$ cat config.mk
export PLATFORM = sky130hd
export DESIGN_NAME = prefetch_queue_unit
export DESIGN_NICKNAME = d
export VERILOG_FILES = /design/src/rtl/prefetch_queue_unit.sv
export SDC_FILE = /design/constraint.sdc
export NUM_CORES = 1
export LEC_CHECK = 0
export CAP_MARGIN = 10
export CORE_MARGIN = 3
export CORE_UTILIZATION = 25
export CTS_CLUSTER_DIAMETER = 120
export DETAILED_ROUTE_END_ITERATION = 8
export PLACE_DENSITY_LB_ADDON = 0.15
export SETUP_SLACK_MARGIN = 0.2
export SLEW_MARGIN = 20
export SYNTH_ARGS = -nofsm -noshare
export SYNTH_HDL_FRONTEND = slang
export SYNTH_SLANG_ARGS = --single-unit
$ cat constraint.sdc
create_clock -name clk -period 8.8 [get_ports clk]
set_input_delay 2.2 -clock clk [delete_from_list [all_inputs] [get_ports clk]]
set_output_delay 2.2 -clock clk [all_outputs]
set_load 0.1 [all_outputs]
$ cat src/rtl/prefetch_queue_unit.sv
// Instruction prefetch queue: byte FIFO fed by code-fetch bus cycles at the PFP,
// drained by the execution unit, flushed and redirected on branch.
module prefetch_queue_unit #(
    parameter int DEPTH  = 8,
    parameter int DATA_W = 16,
    parameter int PC_W   = 16
) (
    input  logic                    clk,
    input  logic                    n_reset,
    input  logic                    ce,
    input  logic                    pfp_set,
    input  logic [PC_W-1:0]         pfp_value,
    input  logic [1:0]              pop,
    output logic [7:0]              q_byte0,
    output logic [7:0]              q_byte1,
    output logic [$clog2(DEPTH):0]  q_len,
    output logic [PC_W-1:0]         q_head,
    output logic                    underflow,
    output logic                    fetch_req,
    output logic [PC_W-1:0]         fetch_addr,
    input  logic                    fetch_ack,
    input  logic                    fetch_done,
    input  logic [DATA_W-1:0]       fetch_din,
    input  logic                    fetch_bs16
);

    localparam int AW = $clog2(DEPTH);
    localparam int PW = AW + 1;

    typedef enum logic [1:0] {
        IDLE = 2'd0,
        REQ  = 2'd1,
        WAIT = 2'd2
    } state_t;

    state_t          state_q, state_d;
    logic            fetch_req_q, fetch_req_d;
    logic            discard_q, discard_d;
    logic            underflow_q, underflow_d;
    logic [PW-1:0]   rd_q, rd_d;
    logic [PW-1:0]   wr_q, wr_d;
    logic [PC_W-1:0] head_q, head_d;
    logic [PC_W-1:0] pfp_q, pfp_d;
    logic [7:0]      mem_q [DEPTH];

    logic [PW-1:0]   len;
    logic [PW-1:0]   free;
    logic [PW-1:0]   pop_ext;
    logic [AW-1:0]   rd_idx0, rd_idx1;
    logic [AW-1:0]   wr_idx0, wr_idx1;
    logic [15:0]     din16;
    logic [1:0]      fill_cnt;
    logic [7:0]      fill_b0, fill_b1;
    logic            do_fill;
    logic            we0, we1;

    assign len     = wr_q - rd_q;
    assign free    = PW'(DEPTH) - len;
    assign pop_ext = PW'(pop);
    assign rd_idx0 = rd_q[AW-1:0];
    assign rd_idx1 = rd_q[AW-1:0] + AW'(1);
    assign wr_idx0 = wr_q[AW-1:0];
    assign wr_idx1 = wr_q[AW-1:0] + AW'(1);
    assign din16   = 16'(fetch_din);

    assign q_byte0    = mem_q[rd_idx0];
    assign q_byte1    = mem_q[rd_idx1];
    assign q_len      = len;
    assign q_head     = head_q;
    assign underflow  = underflow_q;
    assign fetch_req  = fetch_req_q;
    assign fetch_addr = pfp_q;

    // Dynamic bus sizing: an odd PFP on a 16-bit device lands on the high lane.
    always_comb begin
        fill_cnt = 2'd1;
        fill_b0  = din16[7:0];
        fill_b1  = din16[15:8];
        if (DATA_W == 16 && fetch_bs16) begin
            if (!pfp_q[0]) begin
                fill_cnt = 2'd2;
            end else begin
                fill_b0 = din16[15:8];
            end
        end
    end

    assign do_fill = ce && (state_q == WAIT) && fetch_done && !discard_q && !pfp_set;
    assign we0     = do_fill;
    assign we1     = do_fill && (fill_cnt == 2'd2);

    always_comb begin
        rd_d        = rd_q;
        wr_d        = wr_q;
        head_d      = head_q;
        pfp_d       = pfp_q;
        underflow_d = underflow_q;
        if (ce) begin
            underflow_d = 1'b0;
            if (pfp_set) begin
                rd_d   = '0;
                wr_d   = '0;
                head_d = pfp_value;
                pfp_d  = pfp_value;
            end else begin
                if (pop_ext > len) begin
                    underflow_d = 1'b1;
                end else begin
                    rd_d   = rd_q + pop_ext;
                    head_d = head_q + PC_W'(pop);
                end
                if (do_fill) begin
                    wr_d  = wr_q + PW'(fill_cnt);
                    pfp_d = pfp_q + PC_W'(fill_cnt);
                end
            end
        end
    end

    // Issue only with room for a full bus word, so an in-flight fetch always fits.
    always_comb begin
        state_d     = state_q;
        fetch_req_d = fetch_req_q;
        discard_d   = discard_q;
        if (ce) begin
            case (state_q)
                IDLE: begin
                    if (!pfp_set && free >= PW'(2)) begin
                        state_d     = REQ;
                        fetch_req_d = 1'b1;
                    end
                end
                REQ: begin
                    if (pfp_set) begin
                        state_d     = IDLE;
                        fetch_req_d = 1'b0;
                    end else if (fetch_ack) begin
                        state_d     = WAIT;
                        fetch_req_d = 1'b0;
                    end
                end
                WAIT: begin
                    if (fetch_done) begin
                        state_d   = IDLE;
                        discard_d = 1'b0;
                    end else if (pfp_set) begin
                        discard_d = 1'b1;
                    end
                end
                default: begin
                    state_d     = IDLE;
                    fetch_req_d = 1'b0;
                    discard_d   = 1'b0;
                end
            endcase
        end
    end

    always_ff @(posedge clk or negedge n_reset) begin
        if (!n_reset) begin
            state_q     <= IDLE;
            fetch_req_q <= 1'b0;
            discard_q   <= 1'b0;
        end else begin
            state_q     <= state_d;
            fetch_req_q <= fetch_req_d;
            discard_q   <= discard_d;
        end
    end

    always_ff @(posedge clk or negedge n_reset) begin
        if (!n_reset) begin
            rd_q        <= '0;
            wr_q        <= '0;
            head_q      <= '0;
            pfp_q       <= '0;
            underflow_q <= 1'b0;
        end else begin
            rd_q        <= rd_d;
            wr_q        <= wr_d;
            head_q      <= head_d;
            pfp_q       <= pfp_d;
            underflow_q <= underflow_d;
        end
    end

    // Storage resets to 8'hFF so the head bytes read as FF out of reset.
    always_ff @(posedge clk or negedge n_reset) begin
        if (!n_reset) begin
            for (int i = 0; i < DEPTH; i++) begin
                mem_q[i] <= 8'hFF;
            end
        end else begin
            if (we0) begin
                mem_q[wr_idx0] <= fill_b0;
            end
            if (we1) begin
                mem_q[wr_idx1] <= fill_b1;
            end
        end
    end

endmodule
Yosys cells after proc, flatten, opt, wreduce, memory -nomap -nowiden:

Cells that the tools add are included.

* bits in registers: 109
* bits of input ports: 41
* logic and storage cells: 104
* output and inout bits: 54

* $lt $le $gt $ge: 8
* reductions and logical operators: 18
* muxes and demuxes: 40
* eq/ne operators: 8
* bitwise gates (word level): 6
* $add $sub $neg: 8

Operator list (number)
* $bwmux W64: 2
* $mux W64: 2
* $mux W16: 4
* $mux W8: 8
* $bmux W8 S3: 2
* $demux W8 S3: 2
* $add A16 B2 Y16: 2
* $ge A4 B4 Y1 const B: 4
* $mux W4: 4
* $not A3 Y4: 4
* $mux W2: 6
* $add A4 B2 Y4: 2
* $logic_and A1 B1 Y1: 8
* $lt A4 B1 Y1 const B: 2
* $reduce_and A4 Y1: 2
* $mux W1: 7
* $add A3 B1 Y3 const B: 2
* $ne A2 B2 Y1 const B: 3
* $ne A3 B3 Y1 const B: 2
* $pmux W2 S3: 1
* $eq A2 B2 Y1 const B: 2
* $ge A4 B2 Y1 const B: 1
* $gt A2 B4 Y1: 1
* $reduce_and A2 Y1: 2
* 11 further kinds: 13

Longest topological paths before layout:

* depth after elaboration: 9
* gate-level depth with buffers: 13
* depth with buffers taken out: 11

Least setup slack after synthesis:

OpenSTA, ideal clock, no wires.

* kind: reg2out
* start point: register rd_q[1]
* end point: output port q_len[2]
* arrival: 3.212 ns
* setup slack: 3.388 ns
* path buffers: 2
* cell stages (with the launch flop): 6
* data required time: 6.600 ns
* path through: dfrtp_1 clkbuf_1 clkbuf_1 inv_1 fa_1 xor2_1

* longest elaborated chain between the ends: 1

Ends and longest elaborated chain
* start, declared: RTL line 40 `logic [PW-1:0] rd_q, rd_d;`
* start signal, assigned: RTL line 179 `rd_q <= rd_d;`
* $sub A4 B4 Y4: RTL line 57 `assign len = wr_q - rd_q;`
* end, declared: RTL line 16 `output logic [$clog2(DEPTH):0] q_len,`

Every way passes these cells.

Worst setup path after layout:

* start point: register rd_q[0]
* end point: output port q_byte1[0]

* longest elaborated chain between the ends: 5

Ends and longest elaborated chain
* $add A3 B1 Y3: RTL line 61 `assign rd_idx1 = rd_q[AW-1:0] + AW'(1);`
* $not A3 Y4 (implied by the code): RTL line 67 `assign q_byte1 = mem_q[rd_idx1];`
* $bmux W8 S3: RTL line 67
* $mux W8 (implied by the code) (2 in series): RTL line 67
* end, declared: RTL line 15 `output logic [7:0] q_byte1,`

Every way passes these cells. The select of a mux whose other input is x is not followed.

==> metrics.csv <==
stage,metric,value,unit
outcome,status,completed,
setup_path,slowest_stage,dfrtp_2,
cts,cts_tree,built,
setup_path,max_stage_delay,1010,ps
power,power-per-cell-area,320.2,nW/um^2
setup_path,cp-start-kind,flop,
die,chipWidth,180.2,um
finish,fin_nets,889,
yosys,syn_area,7582,um^2
yosys,synth_area_per_cell,9.964,um^2
timing,min_period_over_period,70.42,%
timing,drv_slew,0,
finish,drive_above_1_share,26.29,%
cts,clock_path_buffers,2,
timing,hold_violations,0,
setup_path,path_cells,ha_2 -> mux4_2 -> mux2_2 -> clkdlybuf4s50_1,
setup_path,cp.required,6600,ps
die,core-area,29800,um^2
timing,post-route-min-period,6197,ps
finish,final_common_cell,nand2_1,
cts,cts_sinks,109,
global_route,antenna_found_initial,1,
cts,clkLatencyLatePin,360,ps
global_route,gr-total-overflow,0,
global_route,grt_pass1_vias,6119,
cts,clk_pin_slew_worst_paths,80,ps
detailed_routing,drt_iter0_markers,304,
setup_path,worstPathArrival,4000,ps
timing,slew_headroom,30.11,%
place,place_ws,2632,ps
yosys,synth_cells,761,
timing,setup_viol,0,
detailed_routing,routedWlPerCell,20.65,um
detailed_routing,vias_per_cell,5.048,
yosys,async_flop_share,100.0,%
detailed_routing,wl,25250,um
yosys,synthesis.nets,822,
detailed_routing,dr_total_vias,6174,
yosys,seq_area_frac_synth,37.03,%
cts,cts.repair.resized,0,
timing,fin_tns_setup,0,ps
cts,cts-root-buf,clkbuf_16,
timing,fin_skew,11.66,ps
timing,grt_setup_unrepaired,no,
place,port-buffer-count,94,
finish,fill_cells,3106,
finish,area_growth,21.49,%
finish,regArea,2809,um^2
detailed_routing,antenna_left,0,
place,gp_congestion,0.7446,
setup_path,critical_path.top_delay_family,flip-flops,
cts,postCtsSetupBuffers,0,
die,rows,63,
timing,fmax,161.4,MHz
finish,final_cell_mix,"nand2_1 (125), clkdlybuf4s50_1 (93), o21ai_0 (82), dfstp_2 (64), mux2_2 (49)",
finish,multi_input_area,4508,um^2
global_route,grt_max_degree,64,
die,die_h,180.2,um
cts,cts_made_buffers,9,
yosys,synth-seq-cells,109,
global_route,grt_pass1_wl,39050,um
yosys,yosys.cell_types.count,63,
timing,setup_slack,2603,ps
setup_path,crit_fanout,36,
yosys,synth_ff_type,dfstp_2,
finish,antenna_cells,0,
detailed_routing,firstDrtPassIters,5,
hold_path,hp-class,reg2reg,
setup_path,critical_path_buf_inv_count,1,
setup_path,crit_path_end_kind,primary output,
die,io_pins,95,
power,p_leak,0.003577,uW
detailed_routing,drc,0,
power,worst_ir_drop_vdd,0.2200,mV
job,cap_violations,0,
setup_path,critPathKind,reg2out,
global_route,track_usage,15.45,%
die,start_util,25.45,%
yosys,synth_warnings,0,
place,hpwl,16870,um
cts,cts_hold_buf,0,
cts,ctsHtreeMaxLevel,3,
die,die-area,32450,um^2
yosys,synth_edf_count,0,
timing,worst_slew_pin_slew,1048,ps
## cell type report
type | instances | area share (%)
Multi-Input combinational cell | 580 | 48.94
Sequential cell | 109 | 30.49
Timing Repair Buffer | 108 | 11.33
Tap cell | 390 | 5.297
Clock buffer | 11 | 2.635
Inverter | 20 | 0.8150
Clock inverter | 5 | 0.4890
## synthesized netlist by cell type, types with 6 or more instances
cell	count	area, um^2
nand2_1	125	469.2
o21ai_0	82	410.4
dfstp_2	64	1682
mux2_2	49	551.8
dfrtp_1	45	1126
clkbuf_1	38	142.6
mux2_4	32	480.5
mux4_2	32	720.7
a21oi_1	29	145.1
nor2_1	22	82.58
inv_1	19	71.32
nor3_1	17	85.08
ha_1	16	200.2
mux2i_1	16	160.2
nand3_1	16	80.08
o22ai_1	13	81.33
nand4_1	12	75.07
and3_1	11	68.82
a22oi_1	9	67.56
and2_1	8	50.05
a31oi_1	7	43.79
nor4_1	7	43.79
a21o_1	6	45.04
buf_1	6	22.52
## registers in the layout, indices dropped and copies added (netlist names)
name        flops
rd_q            4
fetch_addr     16
q_head         16
discard_q       1
mem_q          64
state_q         2
wr_q            4
underflow       1
fetch_req       1
## through the flow
step	hold WS, ps	total power, uW	cells	utilization [%]	area (um^2)
floorplan	503.3	2101	761	-	7582
global placement	490.3	2550	1207	29.92	8915
detailed placement	504.7	2550	1207	29.92	8915
CTS	522.7	2987	1223	30.89	9203
global route	545.7	3120	1223	30.91	9211
finish	508.4	2949	1223	30.91	9211
## path summary, 6_finish.rpt
path,endpoint,startpoint,cells past startpoint,slack (ps)
min in group asynchronous,mem_q[36]$_DFF_PN1_,n_reset,1,2220
hold reg to reg,fetch_req$_DFFE_PN0P_,fetch_req$_DFFE_PN0P_,2,510
hold / removal,fetch_req$_DFFE_PN0P_,fetch_req$_DFFE_PN0P_,2,510
max in group asynchronous,rd_q[0]$_DFFE_PN0P_,n_reset,2,5550
setup / recovery,q_byte1[0],rd_q[0]$_DFFE_PN0P_,4,2600
setup reg to reg,q_head[11]$_DFFE_PN0P_,rd_q[1]$_DFFE_PN0P_,9,4920
## metal layers
metal | up-vias | part of all wire [%] | track usage [%]
li1 | 2929 | - | -
met1 | 3077 | 46 | 21.20
met2 | 153 | 49 | 25.91
met3 | 13 | 4.6 | 2.765
met4 | 2 | 0.79 | 2.733
met5 | - | 0.051 | 0
## worst reg2reg max path, delay by kind of cell, from the launching register on
| family | cells | cell delay, ps |
|---|---|---|
| AOI/OAI and AO/OA | 4 | 1220 |
| DFF | 1 | 1040 |
| adders and majority gates | 2 | 980 |
| buffers and inverters | 2 | 350 |
| and+or+nand+nor | 1 | 150 |
## power breakdown
group / internal (uW) / switching, uW / leakage, uW
sequential: 633 / 206 / 0.00120
combinational: 536 / 1160 / 0.00224
clock: 205 / 211 / 0.000138
## kinds of logic after synthesis
kind of cell	count (synthesis)	share of synthesized area, %
xor gates and xnor gates	8	0.9241
adders and majority gates	20	3.696
DFF	109	37.03
buffers and inverters	72	4.026
and+or+nand+nor	249	15.54
muxes	129	25.23
AOI/OAI and AO/OA	174	13.55
Power figures use the tool's default switching activity.
